File: src/rtl/apb4_req_bridge.sv
// APB4 requester: one valid/ready request becomes one APB4 transfer, whose result
// comes back on a valid/ready response channel. A watchdog bounds the ACCESS phase.
module apb4_req_bridge #(
   parameter int DATA_WIDTH     = 32,
   parameter int ADDR_WIDTH     = 32,
   parameter int TIMEOUT_CYCLES = 256
) (
   input  logic                    clk,
   input  logic                    arst_n,
   // request channel
   input  logic                    req_valid,
   output logic                    req_ready,
   input  logic                    req_write,
   input  logic [ADDR_WIDTH-1:0]   req_addr,
   input  logic [DATA_WIDTH-1:0]   req_wdata,
   input  logic [DATA_WIDTH/8-1:0] req_wstrb,
   input  logic [2:0]              req_prot,
   // response channel
   output logic                    rsp_valid,
   input  logic                    rsp_ready,
   output logic [DATA_WIDTH-1:0]   rsp_rdata,
   output logic                    rsp_err,
   output logic                    rsp_timeout,
   // APB4 master pins
   output logic                    m_psel,
   output logic                    m_penable,
   output logic                    m_pwrite,
   output logic [2:0]              m_pprot,
   output logic [ADDR_WIDTH-1:0]   m_paddr,
   output logic [DATA_WIDTH-1:0]   m_pwdata,
   output logic [DATA_WIDTH/8-1:0] m_pstrb,
   input  logic [DATA_WIDTH-1:0]   m_prdata,
   input  logic                    m_pready,
   input  logic                    m_pslverr
);

   localparam int STRB_W = DATA_WIDTH / 8;
   // One spare bit lets the count represent TIMEOUT_CYCLES itself; width 1 when disabled.
   localparam int CNT_W  = (TIMEOUT_CYCLES > 0) ? $clog2(TIMEOUT_CYCLES + 1) : 1;

   typedef enum logic [1:0] {IDLE, SETUP, ACCESS, RESP} state_t;

   typedef struct packed {
      logic                  write;
      logic [2:0]            prot;
      logic [ADDR_WIDTH-1:0] addr;
      logic [DATA_WIDTH-1:0] wdata;
      logic [STRB_W-1:0]     strb;
   } cmd_t;

   typedef struct packed {
      logic [DATA_WIDTH-1:0] rdata;
      logic                  err;
      logic                  timeout;
   } rsp_t;

   state_t           state;
   cmd_t             cmd;
   rsp_t             rsp;
   logic [CNT_W-1:0] wd_cnt;
   logic [CNT_W-1:0] wd_inc;
   logic             wd_fire;

   // Saturating increment; fire on the wait cycle that brings the count to the limit.
   always_comb begin
      wd_inc  = (wd_cnt == {CNT_W{1'b1}}) ? wd_cnt : wd_cnt + CNT_W'(1);
      wd_fire = (TIMEOUT_CYCLES != 0) && !m_pready &&
                (wd_inc >= CNT_W'(TIMEOUT_CYCLES));
   end

   always_ff @(posedge clk or negedge arst_n) begin
      if (!arst_n) begin
         state  <= IDLE;
         cmd    <= '0;
         rsp    <= '0;
         wd_cnt <= '0;
      end else begin
         case (state)
            IDLE: begin
               if (req_valid) begin
                  cmd.write <= req_write;
                  cmd.prot  <= req_prot;
                  cmd.addr  <= req_addr;
                  cmd.wdata <= req_write ? req_wdata : '0;
                  cmd.strb  <= req_write ? req_wstrb : '0;
                  wd_cnt    <= '0;
                  state     <= SETUP;
               end
            end
            SETUP: state <= ACCESS;
            ACCESS: begin
               if (m_pready) begin
                  rsp.rdata   <= cmd.write ? '0 : m_prdata;
                  rsp.err     <= m_pslverr;
                  rsp.timeout <= 1'b0;
                  state       <= RESP;
               end else begin
                  wd_cnt <= wd_inc;
                  if (wd_fire) begin
                     rsp.rdata   <= '0;
                     rsp.err     <= 1'b1;
                     rsp.timeout <= 1'b1;
                     state       <= RESP;
                  end
               end
            end
            RESP: if (rsp_ready) state <= IDLE;
            default: state <= IDLE;
         endcase
      end
   end

   // Handshake and phase pins decode straight from the state register so an async
   // reset drops PSEL/PENABLE/rsp_valid without waiting for a clock edge.
   assign req_ready   = (state == IDLE);
   assign m_psel      = (state == SETUP) || (state == ACCESS);
   assign m_penable   = (state == ACCESS);
   assign rsp_valid   = (state == RESP);

   assign m_pwrite    = cmd.write;
   assign m_pprot     = cmd.prot;
   assign m_paddr     = cmd.addr;
   assign m_pwdata    = cmd.wdata;
   assign m_pstrb     = cmd.strb;

   assign rsp_rdata   = rsp.rdata;
   assign rsp_err     = rsp.err;
   assign rsp_timeout = rsp.timeout;

endmodule

File: config.mk
export PLATFORM = sky130hd
export DESIGN_NAME = apb4_req_bridge
export DESIGN_NICKNAME = d
export VERILOG_FILES = /design/src/rtl/apb4_req_bridge.sv
export SDC_FILE = /design/constraint.sdc
export NUM_CORES = 1
export LEC_CHECK = 0
export ABC_AREA = 0
export BUFFER_PORTS_ARGS = -buffer_cell sky130_fd_sc_hd__buf_2
export CORE_ASPECT_RATIO = 1.25
export CORE_MARGIN = 4
export CORE_UTILIZATION = 30
export CTS_CLUSTER_SIZE = 24
export DETAILED_ROUTE_END_ITERATION = 8
export PLACE_DENSITY = 0.7
export SLEW_MARGIN = 20
export SYNTH_ARGS = -nofsm -noshare
export SYNTH_HDL_FRONTEND = slang
export SYNTH_SLANG_ARGS = --single-unit
File: constraint.sdc
create_clock -name clk -period 1.7 [get_ports clk]
set_clock_uncertainty 0.05 [all_clocks]
set_input_delay 0.085 -clock clk [delete_from_list [all_inputs] [get_ports clk]]
set_output_delay 0.085 -clock clk [all_outputs]
set_load 0.02 [all_outputs]
Word-level counts from Yosys, hierarchy flattened. Cells that the tools add are included.

Add/subtract/negate cells: 1. $lt $le $gt $ge: 1. Eq/ne operators: 8. Muxes and demuxes: 14. Reductions and logical operators: 10.

Operators by type and width (number): 34-bit 2-to-1 mux (2); 32-bit 2-to-1 mux (2); 9-bit 2-to-1 mux (3); 9-bit case mux with 2 select lines (1); 9-bit by 1-bit adder with 9-bit output, second input constant (1); 9-bit equality test, second input constant (1); 9-bit >= comparator, second input constant (1); 2-bit 2-to-1 mux (4); 2-bit case mux with 4 select lines (1); 3-bit AND reduction (2); 2-bit equality test, second input constant (2); 4-bit 2-to-1 mux (1); 2-bit inequality test, second input constant (2); 2-bit AND reduction (2); 2-bit nonzero test (2); 3-bit by 1-bit inequality test with 1-bit output, second input constant (1); 2-bit by 1-bit equality test with 1-bit output, second input constant (1); 2-bit zero test (1); 2-bit by 1-bit inequality test with 1-bit output, second input constant (1); 1-bit logical AND (1); 1-bit zero test (1); 1-bit logical OR (1).

Register bits after elaboration: 117. Input bits: 110. Output and inout bits: 110. Logic and storage cells: 44.

Depth between registers and ports, before layout. Gate-level depths: netlist of run 1.

Depth after elaboration: 7. Mapped depth: 7. Depth with buffers taken out: 6.

Least setup slack after synthesis of run 1. Ideal clock, no wire load.

Kind: register -> register. From: reg state[0]. To: reg wd_cnt[3]. Library setup time: 0.078 ns. Data arrival time: 1.835 ns. Path slack: -0.263 ns. Stages on the path, launching flop included: 8. Buffers on the path: 1. Period minus slack after synthesis: 1.963 ns. Path through: dfrtp_1 -> inv_1 -> ha_1 -> buf_2 -> mux2_4 -> nand2_2 -> or4_1 -> a21oi_1.

Cells in the longest elaborated chain, start to end: 3. Elaborated cells between the ends (all ways): 7. Those cells by class: 3 x eq/ne; 1 x mux; 3 x reduce/logical.

Ends and longest elaborated chain: from (decl) (line 57) `state_t state;`; from (signal assigned) (line 73) `state <= IDLE;`; from (signal assigned) (line 87) `state <= SETUP;`; from (signal assigned) (line 90) `SETUP: state <= ACCESS;`; 2-bit equality test (*); net m_penable (line 26) `output logic m_penable,`; 2-bit inequality test (no line) / 2-bit nonzero test (equally long branches); 3-bit AND reduction (no line); to (signal assigned) (line 98) `wd_cnt <= wd_inc;`; to (decl) (line 60) `logic [CNT_W-1:0] wd_cnt;`.

Mark *: on every way through the listed nets, which the timed path passes. The rest lies on a longest branch. A chain may end at the register's enable or synchronous reset.

Worst setup path after layout of run 1.
From: reg wd_cnt[1]. To: reg wd_cnt[7].

Cells in the longest elaborated chain, start to end: 4. Elaborated cells between the ends (all ways): 5. Those cells by class: 1 x add/sub; 1 x eq/ne; 3 x mux.

Ends and longest elaborated chain: 9-bit by 1-bit adder with 9-bit output / 9-bit equality test (equally long branches) (line 66) `wd_inc = (wd_cnt == {CNT_W{1'b1}}) ? wd_cnt : wd_cnt + CNT_W'(1);`; 9-bit 2-to-1 mux (*) (line 66); 9-bit 2-to-1 mux (*) (line 92) `if (m_pready) begin`; 9-bit case mux with 2 select lines (*) (line 78) `case (state)`.

Mark *: on every way between the ends. The rest lies on a longest branch, timed or not. The select of a mux whose other input is x is not followed.

==> reports/results.tsv, run 1 <==
stage	metric	value	unit
yosys	synth_fp_nets	500	
timing	setup_viol	1	
yosys	synthMuxAreaShare	9.40	%
critical_path	rr_endpoint	wd_cnt[7]	
yosys	ys_top_cells_by_count	dfrtp_1, nand2_1, o21ai_0	
timing	hold_slack	0.0911	ns
run_status	status	complete, but fails checks	
critical_path	crit_end	wd_cnt[7]	
yosys	yosysTopAreaCellShare	63.7	%
global_route	grt_max_degree	44	
routing	antenna_left	0	
critical_path	path_cells	ha_2 > nand4_1 > buf_4 > o211ai_4 > or4_1 > a21oi_1	
critical_path	cpLargestDelayFamily	simple AND/OR/NAND/NOR gates	
clock_network	cts_tree	yes	
critical_path	cp_max_fo	6	
yosys	seq_area_frac_synth	63.7	%
timing	rsz0062_at_grt	true	
timing	timing.final.crit_period	1.72	ns
clock_network	cts_max_level	4	
power_and_ir_drop	leakagePower	3.94	nW
yosys	ys_ff_latch	117	
die	die_area	17400	um^2
yosys	synth_edf_count	0	
clock_network	cts_sinks	117	
routing	wirelength	14.9	mm
die	dieHeight	146	um
yosys	synthSimpleGateAreaFrac	10.1	%
final_layout	multi_input_area	1620	um^2
die	coreArea	15000	um^2
global_route	grt_usage	17.6	%
final_layout	nets	851	
routing	avgRoutedWirePerCell	16.0	um
global_route	grt_pass1_wl	24.3	mm
placement	place_area	6140	um^2
critical_path	reg2regPathDepth	6	
yosys	synth_top_flop_cell	dfrtp_1	
critical_path	crit_path_end_kind	register	
clock_network	clockBufferDepth	2	
clock_network	cts_buffers	17	
yosys	synthXorXnorAreaFrac	0	%
die	die_w	119	um
yosys	synth_most_common_cell	dfrtp_1	
timing	setup_tns	-0.0227	ns
timing	relSlewSlack	55.5	%
yosys	synthAdderAreaFrac	1.09	%
yosys	ys_types	28	
critical_path	critical_path_depth	6	
run_status	violations	negative setup slack	
timing	worstMarginPinSlew	0.668	ns
min_path	hold_class	in2reg	
routing	drt_iter0_markers	110	
yosys	synth_top_family_by_area	compound AO/OA/AOI/OAI gates	
routing	drt-vias-per-instance	4.72	
yosys	synth-compound-area-share	13.3	%
final_layout	layout-drive-gt1-share	43.9	%
routing	drt-pass1-iter-count	6	
critical_path	critical-path-slowest-cell	or4_1	
global_route	grt_pass1_vias	4811	
placement	port_buffers	219	
critical_path	r2r_slack	-0.02	ns
timing	fmax	580	MHz
placement	dp_hpwl	9.58	mm
critical_path	cp-start-kind	register	
yosys	synth_largest_area_cell	dfrtp_1	
final_layout	area.sequential	2930	um^2
timing	post-route-period-util	101	%
critical_path	r2r-start	wd_cnt[1]	
critical_path	path_buf_inv	1	
power_and_ir_drop	power.density	1740	nW/um^2
timing	fin_ws	-0.0227	ns
die	rows	50	
die	io_pins	220	
yosys	synth_area	4590	um^2
critical_path	cp.arrival	1.99	ns
placement	gp_routability_congestion	0.768	
clock_network	clk_latency	0.40	ns
global_route	antenna_found_initial	1	
min_path	hp-start	req_valid	
final_layout	area_delta_synth_final	70.1	%
yosys	syn_inst	386	
placement	dp.cells	789	
timing	slew_viol_final	0	
yosys	ys.warnings.count	0	
final_layout	fin_util	52.0	%
yosys	synthArstFlopShare	100	%
critical_path	critPathLaunch	wd_cnt[1]	
final_layout	design_area	7810	um^2
run	max_cap_viol_count	0	
yosys	ys_top_cells_by_area	dfrtp_1, mux2_2, nand2_1	
critical_path	crit_path_max_incr_delay	0.48	ns
clock_network	clkTransAtPathRegs	0.05	ns
timing	hold_violations	0	
power_and_ir_drop	power	13.6	mW
placement	post-place-ws	-0.0436	ns
clock_network	root_buffer	clkbuf_16	
final_layout	final.fill_count	1310	
yosys	synth_area_per_cell	11.9	um^2
power_and_ir_drop	ir_drop	0.000895	V
routing	vias	4396	
die	start_util	30.6	%
final_layout	stdcell_count	932	
critical_path	critPathKind	reg2reg	
global_route	grt-ovfl-total	0	
routing	drc_errors	0	
critical_path	required	1.97	ns
-- area by class of cell --
cell class / count / area share, %
inverter: 6 / 0.288
sequential: 117 / 37.5
multi-input combinational: 241 / 20.8
tap: 182 / 2.92
timing repair buffer: 354 / 31.4
antenna: 1 / 0.0320
clock inverter: 9 / 1.01
clock buffer: 22 / 6.07
-- sequential cells by signal, summed over array words and instances, names as in the netlist --
register and cells:
m_paddr 32, m_pprot 3, m_pstrb 4, m_pwdata 32, m_pwrite 1, rsp_err 1, rsp_rdata 32, rsp_timeout 1
state 2, wd_cnt 9
-- what timing repair did --
item,in CTS,in global routing
hold buffers,107,0
resized for setup,4,2
setup endpoints to repair,18,66
cloned,0,0
pin swaps,3,0
endpoints found under the hold margin,223,0
buffers inserted,2,2
-- power breakdown --
group	switching, mW	leakage, nW	internal [mW]	total [mW]
Clock	1.21	0.272	2.10	3.31
Combinational	3.34	2.18	2.41	5.75
Sequential	0.619	1.48	3.94	4.56
-- worst reg2reg max path, cell delays in order, from the launching register on --
cell and delay [ns]:
dfrtp_1 0.37, ha_2 0.19, nand4_1 0.17, buf_4 0.16, o211ai_4 0.09, or4_1 0.48
a21oi_1 0.13
-- how the worst min path moves through the flow --
stage	to	slack, ns	cells after the start
after floorplan	m_paddr[0]	-0.26	0
after global placement	m_paddr[28]	0.002	1
after detailed placement	m_paddr[30]	0.0005	1
after CTS	wd_cnt[6]	0.07	4
after global routing	wd_cnt[6]	0.09	4
final	wd_cnt[6]	0.09	4
-- logic make-up after synthesis --
kind of cell	count (synthesis)
flops	117
buf+inv	28
fa+ha+maj	4
mux	38
simple gates	108
compound gates	91
-- layout by cell type (no fill, tap or decap), types with 2 or more instances in the layout --
cell type / netlist / final
buf_2: 2 / 218
dfrtp_1: 117 / 116
dlygate4sd3_1: 0 / 107
nand2_1: 78 / 76
o21ai_0: 39 / 39
mux2_2: 37 / 36
a22o_1: 32 / 32
buf_4: 0 / 23
clkbuf_16: 0 / 17
a21oi_1: 10 / 10
nand3_1: 7 / 7
nor2_1: 8 / 6
buf_12: 0 / 6
clkinv_2: 0 / 5
inv_1: 6 / 4
o31ai_1: 4 / 4
or4_1: 4 / 4
or3_1: 3 / 3
clkbuf_8: 0 / 3
inv_2: 0 / 2
nor2_2: 0 / 2
mux2_4: 1 / 2
o21ai_1: 3 / 2
ha_4: 0 / 2
clkinvlp_4: 0 / 2
clkbuf_1: 20 / 2
-- metal layers --
layer	vias up	GRT usage (%)	part of all wire [%]
li1	2054	-	-
met1	2160	18.2	37
met2	143	32.1	55
met3	39	5.77	4.9
met4	0	7.83	3.2
met5	-	0	0
No activity file was read; power rests on OpenSTA's default activity.
==> run 2: changes to the inputs <==
--- a/config.mk
+++ b/config.mk
@@ -8,8 +8,8 @@
 export ABC_AREA = 0
 export BUFFER_PORTS_ARGS = -buffer_cell sky130_fd_sc_hd__buf_2
 export CORE_ASPECT_RATIO = 1.25
-export CORE_MARGIN = 4
 export CORE_UTILIZATION = 30
+export CTS_BUF_LIST = sky130_fd_sc_hd__clkbuf_8
 export CTS_CLUSTER_SIZE = 24
 export DETAILED_ROUTE_END_ITERATION = 8
 export PLACE_DENSITY = 0.7
==> run 2 against run 1 <==
Net effect: clock power is 18% lower; setup slack better by 0.018 ns; the run still ends with negative setup slack left; sequential power hardly changed; cell count is 0.64% lower.
==> reports/results.tsv, run 2 (synthesis gave the netlist of run 1 again) <==
stage	metric	value	unit	change
run_status	status	complete, but fails checks		unchanged
run_status	violations	negative setup slack		unchanged
clock_network	cts_max_level	4		unchanged
run	max_cap_viol_count	0		unchanged
critical_path	reg2regPathDepth	6		unchanged
timing	slew_viol_final	0		unchanged
clock_network	cts_tree	yes		unchanged
final_layout	area_delta_synth_final	65.5	%	was 70.1%
critical_path	critPathKind	reg2reg		unchanged
power_and_ir_drop	power	12.8	mW	was 13.6 mW
min_path	hold_path_end	wd_cnt[5]		was wd_cnt[6]
global_route	grt_pass1_wl	22.3	mm	was 24.3 mm
critical_path	cp_max_fo	5		was 6
min_path	hp-start	req_valid		unchanged
critical_path	r2r-start	state[1]		was wd_cnt[1]
die	io_pins	220		unchanged
placement	dp_hpwl	8.11	mm	was 9.58 mm
timing	hold_slack	0.0567	ns	was 0.0911 ns
final_layout	stdcell_count	926		was 932
power_and_ir_drop	power.density	1690	nW/um^2	was 1740 nW/um^2
critical_path	crit_path_end_kind	register		unchanged
critical_path	r2r_slack	-0.005	ns	was -0.02 ns
routing	wirelength	13.7	mm	was 14.9 mm
placement	dp.cells	787		was 789
clock_network	cts_setup_buffers	0		was 2
clock_network	clockBufferDepth	2		unchanged
power_and_ir_drop	leakagePower	3.87	nW	was 3.94 nW
critical_path	rr_endpoint	wd_cnt[7]		unchanged
timing	timing.final.crit_period	1.70	ns	was 1.72 ns
final_layout	layout-drive-gt1-share	43.2	%	was 43.9%
die	start_util	30.7	%	was 30.6%
clock_network	cts_buffers	17		unchanged
critical_path	required	1.99	ns	was 1.97 ns
min_path	hold_depth	4		unchanged
routing	drc_errors	0		unchanged
timing	worstMarginPinSlew	0.693	ns	was 0.668 ns
routing	drt-vias-per-instance	4.63		was 4.72
timing	rsz0062_at_grt	true		unchanged
global_route	grt-ovfl-total	0		unchanged
routing	vias	4288		was 4,396
timing	fin_ws	-0.00455	ns	was -0.0227 ns
clock_network	clk_latency	0.42	ns	was 0.40 ns
die	coreArea	15000	um^2	about the same
critical_path	cp.arrival	2.00	ns	was 1.99 ns
final_layout	nets	845		was 851
global_route	antenna_found_initial	0		was 1
placement	port_buffers	219		unchanged
timing	setup_viol	2		was 1
routing	drt_iter0_markers	140		was 110
timing	relSlewSlack	53.8	%	was 55.5%
die	dieHeight	140	um	was 146 um
final_layout	layout.cells.most_common	buf_2		unchanged
critical_path	cp-start-kind	register		unchanged
clock_network	cts_sinks	117		unchanged
clock_network	clkTransAtPathRegs	0.07	ns	was 0.05 ns
die	rows	50		unchanged
placement	gp_routability_congestion	0.746		was 0.768
timing	hold_violations	0		unchanged
routing	avgRoutedWirePerCell	14.8	um	was 16.0 um
timing	post-route-period-util	100	%	was 101%
routing	drt-pass1-iter-count	4		was 6
min_path	hold_class	in2reg		unchanged
routing	antenna_left	0		unchanged
timing	fmax	587	MHz	was 580 MHz
global_route	grt_max_degree	118		was 44
global_route	grt_pass1_vias	4485		was 4,811
die	die_area	15800	um^2	was 17,400 um^2
clock_network	root_buffer	clkbuf_8		was clkbuf_16
placement	post-place-ws	-0.00903	ns	was -0.0436 ns
die	die_w	113	um	was 119 um
final_layout	final_cell_mix	buf_2, dfrtp_1, dlygate4sd3_1		unchanged
global_route	grt_usage	18.1	%	was 17.6%
power_and_ir_drop	ir_drop	0.000846	V	was 0.000895 V
-- run 2: how the worst max path moves through the flow --
| stage | start | end | cells past startpoint |
|---|---|---|---|
| floorplan | state[0] | wd_cnt[7] | 7 |
| global placement | state[1] | wd_cnt[7] | 6 |
| detailed placement | state[1] | wd_cnt[7] | 6 |
| CTS | state[0] | wd_cnt[7] | 6 |
| global route | state[1] | wd_cnt[7] | 6 |
| finish | state[1] | wd_cnt[7] | 6 |
-- run 2: critical path, cell delays in order, from the launching register on --
cell	delay [ns]
dfrtp_1	0.41
inv_2	0.06
ha_4	0.18
mux2_4	0.23
o211ai_4	0.08
or4_1	0.47
a21oi_1	0.14
-- run 2: power breakdown --
group	total, mW	switching (mW)	internal [mW]
Combinational	5.59	3.26	2.33
Clock	2.71	1.11	1.60
Sequential	4.53	0.604	3.93
Total	12.8	4.97	7.86
-- run 2: layer usage --
layer	part of all wire (%)	track usage, %	up-vias
li1	-	-	2040
met1	40	20.1	2044
met5	0	0	-
met4	3.5	10.1	0
met2	52	31.1	161
met3	4.9	5.24	43
-- run 2: through the flow --
stage                     cell area, um^2  util, %   TNS, ns
after floorplan                      4640        -     -1.29
after global placement               6100     40.8         0
after detailed placement             6100     40.8  -0.00903
after CTS                            7580     50.7  -0.00842
after global routing                 7600     50.8    -0.326
final                                7600     50.8  -0.00479
-- run 2: repair_timing --
| item | in CTS | in global routing |
|---|---|---|
| gates resized for setup | 2 | 4 |
| pin swaps | 0 | 4 |
| hold buffers | 107 | 0 |
| setup endpoints to repair | 1 | 26 |
| hold endpoints to repair | 223 | 0 |
-- run 2: layout make-up --
type	instances	area, um^2
Multi-Input combinational cell	241	1620
Timing Repair Buffer	348	2390
Clock inverter	13	166
Antenna cell	1	2.50
Fill cell	1289	7350
Sequential cell	117	2930
Tap cell	182	228
Clock buffer	18	248
Inverter	6	22.5
==> run 3: changes to the inputs <==
--- a/config.mk
+++ b/config.mk
@@ -5,14 +5,15 @@
 export SDC_FILE = /design/constraint.sdc
 export NUM_CORES = 1
 export LEC_CHECK = 0
-export ABC_AREA = 0
+export ABC_AREA = 1
 export BUFFER_PORTS_ARGS = -buffer_cell sky130_fd_sc_hd__buf_2
 export CORE_ASPECT_RATIO = 1.25
 export CORE_UTILIZATION = 30
 export CTS_BUF_LIST = sky130_fd_sc_hd__clkbuf_8
 export CTS_CLUSTER_SIZE = 24
 export DETAILED_ROUTE_END_ITERATION = 8
-export PLACE_DENSITY = 0.7
+export GPL_ROUTABILITY_DRIVEN = 0
+export PLACE_DENSITY = 0.69
 export SLEW_MARGIN = 20
 export SYNTH_ARGS = -nofsm -noshare
 export SYNTH_HDL_FRONTEND = slang
==> run 3 against run 2 <==
Net effect: the run now ends clean; sequential power grew 0.9%; maximum frequency grew 4.3%; wire length grew 9.6%; final area grew 4.9%; non-clock buffer count grew 2; cell count grew 22%; worst hold slack gained 0.094 ns; core utilization shrank 1.6 points; combinational power grew 5.2%; die area grew 7.8%; critical endpoint is now rsp_rdata[30]; largest cell class unchanged.
==> reports/results.tsv, run 3 <==
stage	metric	value	unit	change
run_status	status	complete, no violations		was complete, but fails checks
final_layout	layout-drive-gt1-share	35.4	%	was 43.2%
routing	wirelength	15.0	mm	was 13.7 mm
timing	hold_slack	0.150	ns	was 0.0567 ns
global_route	antenna_found_initial	0		unchanged
routing	vias	5083		was 4,288
routing	drt-vias-per-instance	4.49		was 4.63
die	dieHeight	146	um	was 140 um
critical_path	cp.arrival	1.89	ns	was 2.00 ns
power_and_ir_drop	swShare	42.7	%	was 38.8%
critical_path	critPathKind	reg2reg		unchanged
yosys	synth_area_per_cell	8.71	um^2	was 11.9 um^2
critical_path	required	1.95	ns	was 1.99 ns
yosys	yosysTopAreaCellShare	59.1	%	was 63.7%
clock_network	root_buffer	clkbuf_8		unchanged
yosys	ys_top_cells_by_count	nand2_1, dfrtp_1, o21ai_0		was dfrtp_1, nand2_1, o21ai_0
routing	drt-pass1-iter-count	4		unchanged
power_and_ir_drop	intPower	7.34	mW	was 7.86 mW
timing	slew_viol_final	0		unchanged
yosys	synth_area	4960	um^2	was 4590 um^2
final_layout	final.fill_count	1437		was 1,289
power_and_ir_drop	seqPwrFrac	35.7	%	was 35.3%
clock_network	clockBufferDepth	2		unchanged
final_layout	insertedDiodeCount	0		was 1
die	io_pins	220		unchanged
yosys	seq_area_frac_synth	59.1	%	was 63.7%
die	start_util	30.6	%	was 30.7%
yosys	synth_fp_nets	683		was 500
die	coreArea	16200	um^2	was 15,000 um^2
yosys	syn_inst	569		was 386
final_layout	area_delta_synth_final	60.9	%	was 65.5%
yosys	synthArstFlopShare	100	%	unchanged
yosys	ys.warnings.count	0		unchanged
critical_path	cp-start-kind	register		unchanged
routing	drc_errors	0		unchanged
final_layout	fin_util	49.2	%	was 50.8%
yosys	synth_largest_area_cell	dfrtp_1		unchanged
yosys	ys_top_cells_by_area	dfrtp_1, nand2_1, o21ai_0		was dfrtp_1, mux2_2, nand2_1
yosys	ys_ff_latch	117		unchanged
global_route	grt_max_degree	64		was 118
power_and_ir_drop	power.density	1610	nW/um^2	was 1690 nW/um^2
timing	timing.final.crit_period	1.63	ns	was 1.70 ns
routing	drt_iter0_markers	242		was 140
power_and_ir_drop	p_clk_share	18.5	%	was 21.1%
power_and_ir_drop	power	12.8	mW	about the same
die	rows	52		was 50
placement	port_buffers	219		unchanged
min_path	hold_class	in2reg		unchanged
yosys	ys_types	23		was 28
timing	rsz0062_at_grt	true		unchanged
die	die_area	17000	um^2	was 15,800 um^2
final_layout	layout.cells.most_common	nand2_1		was buf_2
clock_network	clkTransAtPathRegs	0.06	ns	was 0.07 ns
timing	hold_violations	0		unchanged
power_and_ir_drop	leakagePower	4.31	nW	was 3.87 nW
global_route	grt_usage	17.4	%	was 18.1%
final_layout	nets	1018		was 845
yosys	synth_edf_count	0		unchanged
die	die_w	117	um	was 113 um
clock_network	cts_tree	yes		unchanged
timing	fmax	612	MHz	was 587 MHz
placement	dp_hpwl	8.98	mm	was 8.11 mm
timing	relSlewSlack	54.2	%	was 53.8%
routing	avgRoutedWirePerCell	13.2	um	was 14.8 um
final_layout	final_cell_mix	nand2_1, buf_2, dfrtp_1		was buf_2, dfrtp_1, dlygate4sd3_1
clock_network	clk_latency	0.41	ns	was 0.42 ns
global_route	grt_pass1_wl	23.2	mm	was 22.3 mm
placement	post-place-ws	0.0638	ns	was -0.00903 ns
timing	fin_ws	0.0654	ns	was -0.00455 ns
routing	antenna_left	0		unchanged
timing	worstMarginPinSlew	0.687	ns	was 0.693 ns
power_and_ir_drop	ir_drop	0.000752	V	was 0.000846 V
clock_network	cts_buffers	17		unchanged
power_and_ir_drop	combPwrFrac	45.9	%	was 43.6%
global_route	grt-ovfl-total	0		unchanged
run	max_cap_viol_count	0		unchanged
global_route	grt_pass1_vias	5024		was 4,485
critical_path	cp_max_fo	7		was 5
critical_path	crit_path_end_kind	register		unchanged
clock_network	cts_max_level	4		unchanged
power_and_ir_drop	p_switching	5.48	mW	was 4.97 mW
yosys	synth_top_flop_cell	dfrtp_1		unchanged
clock_network	cts_sinks	117		unchanged
timing	post-route-period-util	96.2	%	was 100%
yosys	synth_most_common_cell	nand2_1		was dfrtp_1
timing	setup_viol	0		was 2
## run 3: changes by cell type in the layout (fill, tap and decap cells not counted), sizes merged, moves of 3 or more
cell,delta
a21oi,-6
a22o,-32
bufinv,-3
clkbuf,+5
inv,+13
mux2,-38
nand2,+205
nand3,+8
nand4,+32
o31ai,-4
or3,-3
or4,-4
## run 3: logic make-up (layout without fill, tap and decap cells)
family | count (synthesis) | in the layout | synth area share [%]
AO/OA/AOI/OAI | 50 | 50 | 5.15
adder cells (fa/ha/maj) | 4 | 4 | 1.01
buffers and inverters | 53 | 400 | 4.65
flip-flops | 117 | 117 | 59.1
AND/OR/NAND/NOR | 345 | 345 | 30.1
## run 3: layout make-up
type | count | area [um^2] | share of cell area [%]
inverter | 19 | 71.3 | 0.895
clock inverter | 10 | 83.8 | 1.05
timing repair buffer | 350 | 2450 | 30.7
tap | 216 | 270 | 3.39
sequential | 117 | 2930 | 36.7
multi-input combinational | 399 | 1880 | 23.6
clock buffer | 21 | 289 | 3.63
## run 3: worst max-delay path: stages (launching register included)
cell and delay [ns]:
dfrtp_1 0.37, ha_2 0.21, nand2_2 0.08, nor2_4 0.16, nand2_2 0.08, nand2_2 0.10
inv_2 0.05, nand2_4 0.08, nand2_8 0.08, clkbuf_16 0.18, nand2_2 0.05, nand2_1 0.04
## run 3: power groups by stage
stage / Sequential (mW) / Combinational (mW) / Clock (mW)
final: 4.57 / 5.88 / 2.36
after global routing: 4.71 / 6.43 / 2.59
after CTS: 4.53 / 5.57 / 2.47
after detailed placement: 4.54 / 5.38 / 0
after global placement: 4.55 / 5.27 / 0
after floorplan: 5.85 / 2.09 / 0
## run 3: routing by layer
metal	part of all wire, %	vias up	global-route usage, %	routed length (um)
met2	52	185	30.0	7770
met5	0	-	0	0
met1	40	2382	19.5	6050
met3	5.2	34	4.75	772
met4	2.6	0	8.29	390
li1	-	2482	-	-
## run 3: worst paths after layout
| path | cells past startpoint | startpoint | slack (ns) | to |
|---|---|---|---|---|
| hold reg to reg | 2 | rsp_rdata[31] | 0.42 | rsp_rdata[31] |
| min in group asynchronous | 3 | arst_n | 0.18 | state[0] |
| setup / recovery | 11 | wd_cnt[1] | 0.07 | rsp_rdata[30] |
| max in group asynchronous | 3 | arst_n | 0.79 | m_pprot[2] |
| hold / removal | 7 | req_valid | 0.15 | state[1] |
| setup reg to reg | 11 | wd_cnt[1] | 0.07 | rsp_rdata[30] |
## run 3: per-stage QoR
| stage | TNS (ns) | area, um^2 | std cells |
|---|---|---|---|
| floorplan | 0 | 4960 | 569 |
| global placement | 0 | 6330 | 984 |
| detailed placement | 0 | 6330 | 984 |
| CTS | 0 | 7780 | 1122 |
| global route | -0.795 | 7970 | 1132 |
| finish | 0 | 7970 | 1132 |
## run 3: timing repair
action                                 4_1_cts  5_1_grt
cloned                                       0        3
gates resized for setup                      1       24
hold buffers                               107        0
endpoints found under the hold margin      223        0
setup endpoints to repair                    1       30
buffers inserted                             0        7
pin swaps                                    0        4
